File: config.mk
export PLATFORM = sky130hd
export DESIGN_NAME = ad9783_cfg_sequencer
export DESIGN_NICKNAME = d
export VERILOG_FILES = /design/src/rtl/ad9783_cfg_sequencer.sv
export SDC_FILE = /design/constraint.sdc
export NUM_CORES = 1
export LEC_CHECK = 0
export ABC_AREA = 1
export CORE_UTILIZATION = 30
export DETAILED_ROUTE_END_ITERATION = 8
export PLACE_DENSITY = 0.48
export REMOVE_ABC_BUFFERS = 1
export SLEW_MARGIN = 20
export SYNTH_ARGS = -nofsm -noshare
export SYNTH_HDL_FRONTEND = slang
export SYNTH_SLANG_ARGS = --single-unit
File: constraint.sdc
create_clock -name clk_in -period 2.55 [get_ports clk_in]
set_clock_uncertainty 0.15 [all_clocks]
set_input_delay 0.3825 -clock clk_in [delete_from_list [all_inputs] [get_ports clk_in]]
set_output_delay 0.3825 -clock clk_in [all_outputs]
set_load 0.005 [all_outputs]
File: src/rtl/ad9783_cfg_sequencer.sv
// rtl/ad9783_cfg_sequencer.sv - AD9783 init-table player and SPI command arbiter
// Plays the init write table after reset, then shares the controller port between host and monitor.
module ad9783_cfg_sequencer #(
  parameter int unsigned START_DLY   = 512,
  parameter int unsigned SLOT_CYCLES = 256,
  parameter int unsigned INIT_COUNT  = 2,
  parameter logic [63:0] INIT_TABLE  = 64'h0,
  parameter logic [4:0]  MON_ADDR    = 5'h06,
  parameter logic [23:0] MON_PERIOD  = 24'd1000000
) (
  input  logic        clk_in,
  input  logic        rst_in,
  input  logic        host_trig_in,
  input  logic [15:0] host_addr_in,
  input  logic [15:0] host_data_in,
  output logic [7:0]  host_data_out,
  output logic        host_done_out,
  output logic        host_err_out,
  output logic [7:0]  mon_data_out,
  output logic        mon_valid_out,
  output logic        init_done_out,
  output logic        cmd_trig_out,
  output logic [15:0] cmd_addr_out,
  output logic [15:0] cmd_data_out,
  input  logic [15:0] cmd_data_in
);
  localparam int SW = $clog2(START_DLY + 2);
  localparam int CW = $clog2(SLOT_CYCLES + 1);
  localparam logic [SW-1:0] START_LAST = SW'(START_DLY);
  localparam logic [CW-1:0] SLOT_LOAD  = CW'(SLOT_CYCLES - 1);
  localparam logic [2:0]    INIT_LAST  = 3'(INIT_COUNT);

  typedef enum logic [2:0] {
    ST_WAIT_START, ST_INIT_ISSUE, ST_INIT_WAIT, ST_IDLE, ST_ISSUE, ST_WAIT, ST_RESP
  } state_e;

  function automatic logic [15:0] entry_f(input logic [1:0] i);
    logic [63:0] t;
    t = INIT_TABLE;
    return t[{i, 4'b0000} +: 16];
  endfunction

  state_e        state_q, state_d;
  logic [SW-1:0] start_cnt_q, start_cnt_d;
  logic [CW-1:0] slot_cnt_q, slot_cnt_d;
  logic [2:0]    idx_q, idx_d;
  logic          init_done_q, init_done_d;
  logic          host_pend_q, host_pend_d;
  logic [15:0]   host_addr_q, host_addr_d;
  logic [15:0]   host_wdat_q, host_wdat_d;
  logic          mon_pend_q, mon_pend_d;
  logic [23:0]   mon_tmr_q, mon_tmr_d;
  logic          owner_host_q, owner_host_d;
  logic [15:0]   cmd_addr_q, cmd_addr_d;
  logic [15:0]   cmd_data_q, cmd_data_d;
  logic [7:0]    rdata_q, rdata_d;
  logic [7:0]    host_rd_q, host_rd_d;
  logic [7:0]    mon_rd_q, mon_rd_d;
  logic          host_done_q, host_done_d;
  logic          host_err_q, host_err_d;
  logic          mon_valid_q, mon_valid_d;
  logic          mon_fire;
  logic [2:0]    idx_nx;
  logic [15:0]   ent0, ent_nx;
  logic          unused_bits;

  assign idx_nx = idx_q + 3'd1;
  assign ent0   = entry_f(2'd0);
  assign ent_nx = entry_f(idx_nx[1:0]);
  assign unused_bits = ^{host_addr_in[7:5], host_data_in[15:8], cmd_data_in[15:8],
                         ent0[15:13], ent_nx[15:13]};

  always_comb begin
    state_d      = state_q;
    start_cnt_d  = start_cnt_q;
    slot_cnt_d   = slot_cnt_q;
    idx_d        = idx_q;
    init_done_d  = init_done_q;
    host_pend_d  = host_pend_q;
    host_addr_d  = host_addr_q;
    host_wdat_d  = host_wdat_q;
    mon_pend_d   = mon_pend_q;
    mon_tmr_d    = mon_tmr_q;
    owner_host_d = owner_host_q;
    cmd_addr_d   = cmd_addr_q;
    cmd_data_d   = cmd_data_q;
    rdata_d      = rdata_q;
    host_rd_d    = host_rd_q;
    mon_rd_d     = mon_rd_q;
    host_done_d  = 1'b0;
    host_err_d   = 1'b0;
    mon_valid_d  = 1'b0;
    mon_fire     = 1'b0;

    if (init_done_q && (MON_PERIOD != 24'd0)) begin
      if (mon_tmr_q == 24'd0) begin
        mon_tmr_d = MON_PERIOD - 24'd1;
        mon_fire  = 1'b1;
      end else begin
        mon_tmr_d = mon_tmr_q - 24'd1;
      end
    end

    case (state_q)
      ST_WAIT_START: begin
        start_cnt_d = start_cnt_q + SW'(1);
        if (start_cnt_q == START_LAST) begin
          if (INIT_COUNT > 0) begin
            state_d    = ST_INIT_ISSUE;
            cmd_addr_d = {8'h21, 3'b000, ent0[12:8]};
            cmd_data_d = {8'h00, ent0[7:0]};
          end else begin
            init_done_d = 1'b1;
            mon_tmr_d   = MON_PERIOD - 24'd1;
            state_d     = ST_IDLE;
          end
        end
      end
      ST_INIT_ISSUE: begin
        slot_cnt_d = SLOT_LOAD;
        state_d    = ST_INIT_WAIT;
      end
      // Slot ends on the cycle the counter steps from 1 to 0.
      ST_INIT_WAIT: begin
        slot_cnt_d = slot_cnt_q - CW'(1);
        if (slot_cnt_q == CW'(1)) begin
          idx_d = idx_nx;
          if (idx_nx == INIT_LAST) begin
            init_done_d = 1'b1;
            mon_tmr_d   = MON_PERIOD - 24'd1;
            state_d     = ST_IDLE;
          end else begin
            state_d    = ST_INIT_ISSUE;
            cmd_addr_d = {8'h21, 3'b000, ent_nx[12:8]};
            cmd_data_d = {8'h00, ent_nx[7:0]};
          end
        end
      end
      ST_IDLE: begin
        if (host_pend_q) begin
          owner_host_d = 1'b1;
          cmd_addr_d   = host_addr_q;
          cmd_data_d   = host_wdat_q;
          state_d      = ST_ISSUE;
        end else if (mon_pend_q) begin
          owner_host_d = 1'b0;
          cmd_addr_d   = {8'h20, 3'b000, MON_ADDR};
          cmd_data_d   = 16'h0000;
          state_d      = ST_ISSUE;
        end
      end
      ST_ISSUE: begin
        slot_cnt_d = SLOT_LOAD;
        state_d    = ST_WAIT;
        if (owner_host_q) host_pend_d = 1'b0;
        else              mon_pend_d  = 1'b0;
      end
      ST_WAIT: begin
        slot_cnt_d = slot_cnt_q - CW'(1);
        if (slot_cnt_q == CW'(1)) begin
          rdata_d = cmd_data_in[7:0];
          state_d = ST_RESP;
        end
      end
      ST_RESP: begin
        if (owner_host_q) begin
          host_rd_d   = rdata_q;
          host_done_d = 1'b1;
        end else begin
          mon_rd_d    = rdata_q;
          mon_valid_d = 1'b1;
        end
        state_d = ST_IDLE;
      end
      default: state_d = ST_WAIT_START;
    endcase

    if (mon_fire) mon_pend_d = 1'b1;

    // The slot counts as free during its own ISSUE cycle, so a strobe there is kept.
    if (host_trig_in) begin
      if ((host_addr_in[15:9] == 7'h10) &&
          (!host_pend_q || ((state_q == ST_ISSUE) && owner_host_q))) begin
        host_pend_d = 1'b1;
        host_addr_d = {host_addr_in[15:8], 3'b000, host_addr_in[4:0]};
        host_wdat_d = host_addr_in[8] ? {8'h00, host_data_in[7:0]} : 16'h0000;
      end else begin
        host_err_d = 1'b1;
      end
    end
  end

  always_ff @(posedge clk_in) begin
    if (!rst_in) begin
      state_q      <= ST_WAIT_START;
      start_cnt_q  <= '0;
      slot_cnt_q   <= '0;
      idx_q        <= '0;
      init_done_q  <= 1'b0;
      host_pend_q  <= 1'b0;
      host_addr_q  <= '0;
      host_wdat_q  <= '0;
      mon_pend_q   <= 1'b0;
      mon_tmr_q    <= '0;
      owner_host_q <= 1'b0;
      cmd_addr_q   <= '0;
      cmd_data_q   <= '0;
      rdata_q      <= '0;
      host_rd_q    <= '0;
      mon_rd_q     <= '0;
      host_done_q  <= 1'b0;
      host_err_q   <= 1'b0;
      mon_valid_q  <= 1'b0;
    end else begin
      state_q      <= state_d;
      start_cnt_q  <= start_cnt_d;
      slot_cnt_q   <= slot_cnt_d;
      idx_q        <= idx_d;
      init_done_q  <= init_done_d;
      host_pend_q  <= host_pend_d;
      host_addr_q  <= host_addr_d;
      host_wdat_q  <= host_wdat_d;
      mon_pend_q   <= mon_pend_d;
      mon_tmr_q    <= mon_tmr_d;
      owner_host_q <= owner_host_d;
      cmd_addr_q   <= cmd_addr_d;
      cmd_data_q   <= cmd_data_d;
      rdata_q      <= rdata_d;
      host_rd_q    <= host_rd_d;
      mon_rd_q     <= mon_rd_d;
      host_done_q  <= host_done_d;
      host_err_q   <= host_err_d;
      mon_valid_q  <= mon_valid_d;
    end
  end

  assign cmd_trig_out  = (state_q == ST_INIT_ISSUE) || (state_q == ST_ISSUE);
  assign cmd_addr_out  = cmd_addr_q;
  assign cmd_data_out  = cmd_data_q;
  assign init_done_out = init_done_q;
  assign host_data_out = host_rd_q;
  assign host_done_out = host_done_q;
  assign host_err_out  = host_err_q;
  assign mon_data_out  = mon_rd_q;
  assign mon_valid_out = mon_valid_q;

endmodule

==> Word level (Yosys, flattened, before mapping) <==
Cells that the tools add are included.
Widths: inputs -> output; s select.
{ "word_totals": {"register_bits": 141, "out_inout_bits": 53} }
{ "op_classes": {"muxes": 40, "eq_ne": 16, "shifts": 1, "n_reduce_logical": 25, "bitwise_logic": 1, "n_addsub": 4} }
{ "op_table": {"columns": ["operator", "n"], "rows": [
  ["$mux 16", 10],
  ["$mux 24", 5],
  ["$pmux 16 s3", 2],
  ["$shiftx 64x7->13 const A", 1],
  ["$logic_not 24->1", 1],
  ["$sub 24x1->24 const B", 1],
  ["$pmux 3 s7", 1],
  ["$pmux 9 s2", 1],
  ["$reduce_and 2->1", 9],
  ["$mux 3", 5],
  ["$mux 1", 14],
  ["$add 10x1->10 const B", 1],
  ["$eq 10x10->1 const B", 1],
  ["$eq 3x2->1 const B", 3],
  ["$eq 3x3->1 const B", 3],
  ["$eq 9x1->1 const B", 1],
  ["$sub 9x1->9 const B", 1],
  ["$mux 8", 1],
  ["$ne 2x2->1 const B", 4],
  ["$eq 7x5->1 const B", 1],
  ["$reduce_bool 2->1", 3],
  ["$reduce_and 5->1", 1],
  ["$reduce_and 4->1", 1],
  ["$reduce_or 2->1", 2],
  ["12 further kinds", 14]
]} }

==> Depth between registers and ports, before layout <==
{ "depth": {"ltp_word": 6, "mapped_depth": 12, "ltp_nobuf": 12} }

==> Worst setup path after synthesis <==
Ideal clock, no wire load.
{ "synth_path": {"path_type": "reg-to-reg", "from": "register slot_cnt_q[1]", "to": "register cmd_addr_q[2] (netlist: cmd_addr_out[2])", "stages_incl_launch_ff": 13, "setup_slack_ps": 908, "required_ps": 2287, "arrival_time_ps": 1379, "period_less_slack_ps": 1642, "cell_sequence": "dfxtp_1 > inv_1 > ha_1 > inv_1 > nor2_1 > nand4_1 > nand2_1 > nand2_2 > nor2_4 > buf_6 > nand2_1 > nand2_1 > nor2_1"} }
{ "synth_between": {"elab_chain_cells": 3} }
{ "synth_lines": {"columns": ["element", "line", "source"], "rows": [
  ["from (decl)", "45", "logic [CW-1:0] slot_cnt_q, slot_cnt_d;"],
  ["from (signal assigned)", "217", "slot_cnt_q <= slot_cnt_d;"],
  ["$eq 9x1->1", "126", "if (slot_cnt_q == CW'(1)) begin"],
  ["$ne 2x2->1 (no source line)", null, null],
  ["$reduce_and 5->1 (no source line)", null, null],
  ["to (signal assigned)", "226", "cmd_addr_q <= cmd_addr_d;"],
  ["to (decl)", "54", "logic [15:0] cmd_addr_q, cmd_addr_d;"]
]} }
No other way between the ends.
A chain may end at the register's enable or synchronous reset.

==> Worst setup path after layout <==
{ "layout_path": {"from": "register state_q[0]", "to": "output cmd_trig_out"} }
{ "layout_between": {"elab_chain_cells": 2, "elab_cells_between_ends": 3, "classes_between": "eq/ne (2); reduce/logical (1)"} }
{ "layout_lines": {"columns": ["element", "line", "source"], "rows": [
  ["from (decl)", "43", "state_e state_q, state_d;"],
  ["from (signal assigned)", "215", "state_q <= state_d;"],
  ["$eq 3x1->1 / $eq 3x3->1 (equally long branches)", "237", "assign cmd_trig_out = (state_q == ST_INIT_ISSUE) || (state_q == ST_ISSUE);"],
  ["$logic_or 1x1->1 (*)", "237", null],
  ["to (decl)", "22", "output logic cmd_trig_out,"]
]} }
Mark *: on every way between the ends. The rest lies on a longest branch, timed or not.

==> results.py <==
metrics = {
    "power_and_ir_drop": {
        "power_frac_comb_pct": 22.9,
        "clkPwrFrac_pct": 41.2,
        "p_sw_mw": 1.85,
        "internal_power_mw": 4.47,
        "p_per_area_nw_per_um2": 885,
        "p_leak_nw": 2.99,
        "swShare_pct": 29.3,
        "ir_drop_v": 0.000504,
        "p_seq_share_pct": 35.8,
    },
    "route": {
        "drc": 20,
        "drt-initial-drc-count": 283,
        "viasPerCell": 4.42,
        "ant_nets": 0,
        "via_count": 4895,
        "wirelength_mm": 13.1,
        "drtPass1Iterations": 6,
        "post_drt_wl_per_cell_um": 11.8,
    },
    "setup_path": {
        "cp.required_ps": 2020,
        "cp-start-kind": "flip-flop",
        "regToRegSetupSlack_ps": 610,
        "worstSetupEndpointType": "output pin",
        "crit_type": "flip-flop to output pin",
        "worst-path-max-fanout": 7,
        "worst_ep_arrival_time_ps": 1880,
    },
    "timing": {
        "holdWs_ps": 204,
        "rsz0062_at_grt": "false",
        "slew_violations": 0,
        "timing.final.crit_share_pct": 94.6,
        "final-hold-violation-count": 0,
        "finalWorstSetupSlack_ps": 137,
        "max_freq_ghz": 0.414,
        "maxSlewHeadroom_pct": 64.0,
        "finalSetupViolCount": 0,
        "worst_pin_slew_ps": 538,
        "min_period_ps": 2410,
        "fin_setup_tns_ps": 0,
    },
    "final_layout": {
        "drive_above_1_share_pct": 9.23,
        "final_util_pct": 39.5,
        "fillers": 1891,
        "nets": 924,
        "n_antenna_cell": 0,
        "syn2layout_area_growth_pct": 28.0,
        "final_cells": 1107,
    },
    "yosys": {
        "synth_top_family_by_area": "simple AND/OR/NAND/NOR gates",
        "yosysUniqueCellTypes": 35,
        "ys_seq_elements": 122,
        "muxShareOfSynthArea_pct": 0,
        "yosys_warnings": 0,
        "synth_xor_area_share_pct": 2.20,
        "synthAdderAreaFrac_pct": 1.79,
        "seq_area_frac_synth_pct": 43.7,
        "syn_inst": 791,
        "synth_area_um2": 5580,
        "synth-simple-area-share_pct": 33.8,
        "synth_compound_gate_area_share_pct": 9.32,
        "postSynthAreaPerCell_um2": 7.06,
    },
    "floorplanning": {
        "fp.dieH_um": 138,
        "core_um2": 18100,
        "row_count": 49,
        "dieWidth_um": 138,
        "start_util_pct": 30.9,
        "io_pins": 104,
        "fp.dieArea_um2": 19200,
    },
    "clocking": {
        "ctsResizeCount": 0,
        "cts.reportedPaths.clkPinSlew_ps": 60,
        "cts_setup_buffers": 0,
        "ctsHoldBuffers": 0,
        "htree_levels": 4,
        "cts_tree": "yes",
        "clockBufferDepth": 2,
        "cts_made_buffers": 17,
        "root_buffer": "clkbuf_16",
        "cts_sinks": 122,
        "insertion_delay_ps": 410,
    },
    "global_route": {
        "grt_pass1_wl_mm": 22.1,
        "grt_pass1_vias": 4565,
        "antenna_found_initial": 0,
        "grt_use_total_pct": 14.1,
        "grt-ovfl-total": 0,
        "grt_max_degree": 45,
    },
    "place": {
        "place_congestion": 0.792,
        "io_buffers": 73,
        "hpwl_mm": 9.18,
        "placed_cells": 1075,
        "pre_cts_slack_ps": 363,
    },
    "status": {
        "status": "finished, violations left",
        "violations": "design-rule violations",
    },
    "job": {
        "maxCapViolations": 0,
    },
    "min_path": {
        "hp-class": "input pin to flip-flop",
    },
}
cells in the mapped netlist, drive strengths merged:
library cell	count	area, µm²
nor2	174	711
clkbuf	10	37.5
a31oi	3	18.8
buf	28	205
xor2	12	105
a221oi	1	8.76
o21ai	51	259
nor3	17	85.1
nand2	184	718
nand3b	2	15.0
a21oi	43	219
nand3	45	253
inv	70	263
nand4	12	75.1
dfxtp	122	2440
nor3b	1	12.5
or2	3	18.8
o21bai	1	7.51
o21a	1	7.51
ha	8	100
conb	1	3.75
xnor2	2	17.5
power by group through the flow:
stage / clock network (mW) / logic [mW] / registers, mW
2_1_floorplan: 0 / 0.875 / 2.30
3_3_place_gp: 0 / 1.47 / 2.31
3_5_place_dp: 0 / 1.46 / 2.31
4_1_cts: 2.68 / 1.47 / 2.27
5_1_grt: 2.76 / 1.66 / 2.30
6_report: 2.61 / 1.45 / 2.27
layout make-up:
cell class,count,area [µm²],share of cell area [%]
Clock buffer,20,457,6.39
Clock inverter,12,186,2.61
Inverter,70,263,3.68
Multi-Input combinational cell,571,2670,37.4
Sequential cell,122,2440,34.2
Tap cell,229,287,4.01
Timing Repair Buffer,83,838,11.7
placed cells by master, fill, tap and decap left out, drive strengths merged, types with 3 or more instances in the layout:
master | Yosys | routed
nor3 | 17 | 17
xor2 | 12 | 12
nand4 | 12 | 12
bufinv | 0 | 4
inv | 70 | 73
or2 | 3 | 3
clkdlybuf4s50 | 0 | 72
buf | 28 | 11
conb | 1 | 11
a21oi | 43 | 43
clkinvlp | 0 | 3
nand2 | 184 | 184
ha | 8 | 8
a31oi | 3 | 3
clkbuf | 10 | 20
o21ai | 51 | 51
nor2 | 174 | 174
dfxtp | 122 | 122
nand3 | 45 | 45
routing by layer:
| metal | GRT usage, % | wire, µm | part of all wire (%) |
|---|---|---|---|
| met1 | 19.2 | 6640 | 51 |
| met2 | 22.2 | 5830 | 44 |
| met3 | 2.74 | 511 | 3.9 |
| met4 | 5.14 | 136 | 1.0 |
| met5 | 0 | 0 | 0 |
cells by family (layout without fill, tap and decap cells):
family                     count (synthesis)  after routing
adders and majority gates                  8              8
buffers and inverters                    108            185
other                                      1             11
AOI/OAI and AO/OA                        100            100
DFF                                      122            122
and+or+nand+nor                          438            438
xor gates and xnor gates                  14             14
path summary, 6_finish.rpt:
kind                   start               end  cells after the start
max               state_q[0]      cmd_trig_out                      5
min                   rst_in     slot_cnt_q[0]                      3
max reg2reg    slot_cnt_q[1]  cmd_addr_out[12]                     12
min reg2reg  host_addr_q[11]   host_addr_q[11]                      2
sequential cells by signal, indices dropped and copies added, names as in the netlist, 3 cells and up:
| signal | count |
|---|---|
| host_wdat_q | 8 |
| start_cnt_q | 10 |
| state_q | 3 |
| slot_cnt_q | 9 |
| rdata_q | 8 |
| cmd_addr_out | 13 |
| host_addr_q | 13 |
| host_data_out | 8 |
| mon_tmr_q | 24 |
| cmd_data_out | 8 |
| mon_data_out | 8 |
| idx_q | 3 |
worst max-delay path, cell delays in order (launching register included):
cell and delay, ps:
dfxtp_1 410, inv_2 90, nor2_2 120, nand2_1 80, nand2_1 220, clkdlybuf4s50_1 560
per-stage QoR:
| stage | instance area [µm²] | power [mW] |
|---|---|---|
| floorplan | 5380 | 3.18 |
| global placement | 6500 | 3.78 |
| detailed placement | 6500 | 3.77 |
| CTS | 7150 | 6.42 |
| global route | 7150 | 6.72 |
| finish | 7150 | 6.33 |
No activity file was read; power rests on OpenSTA's default activity.
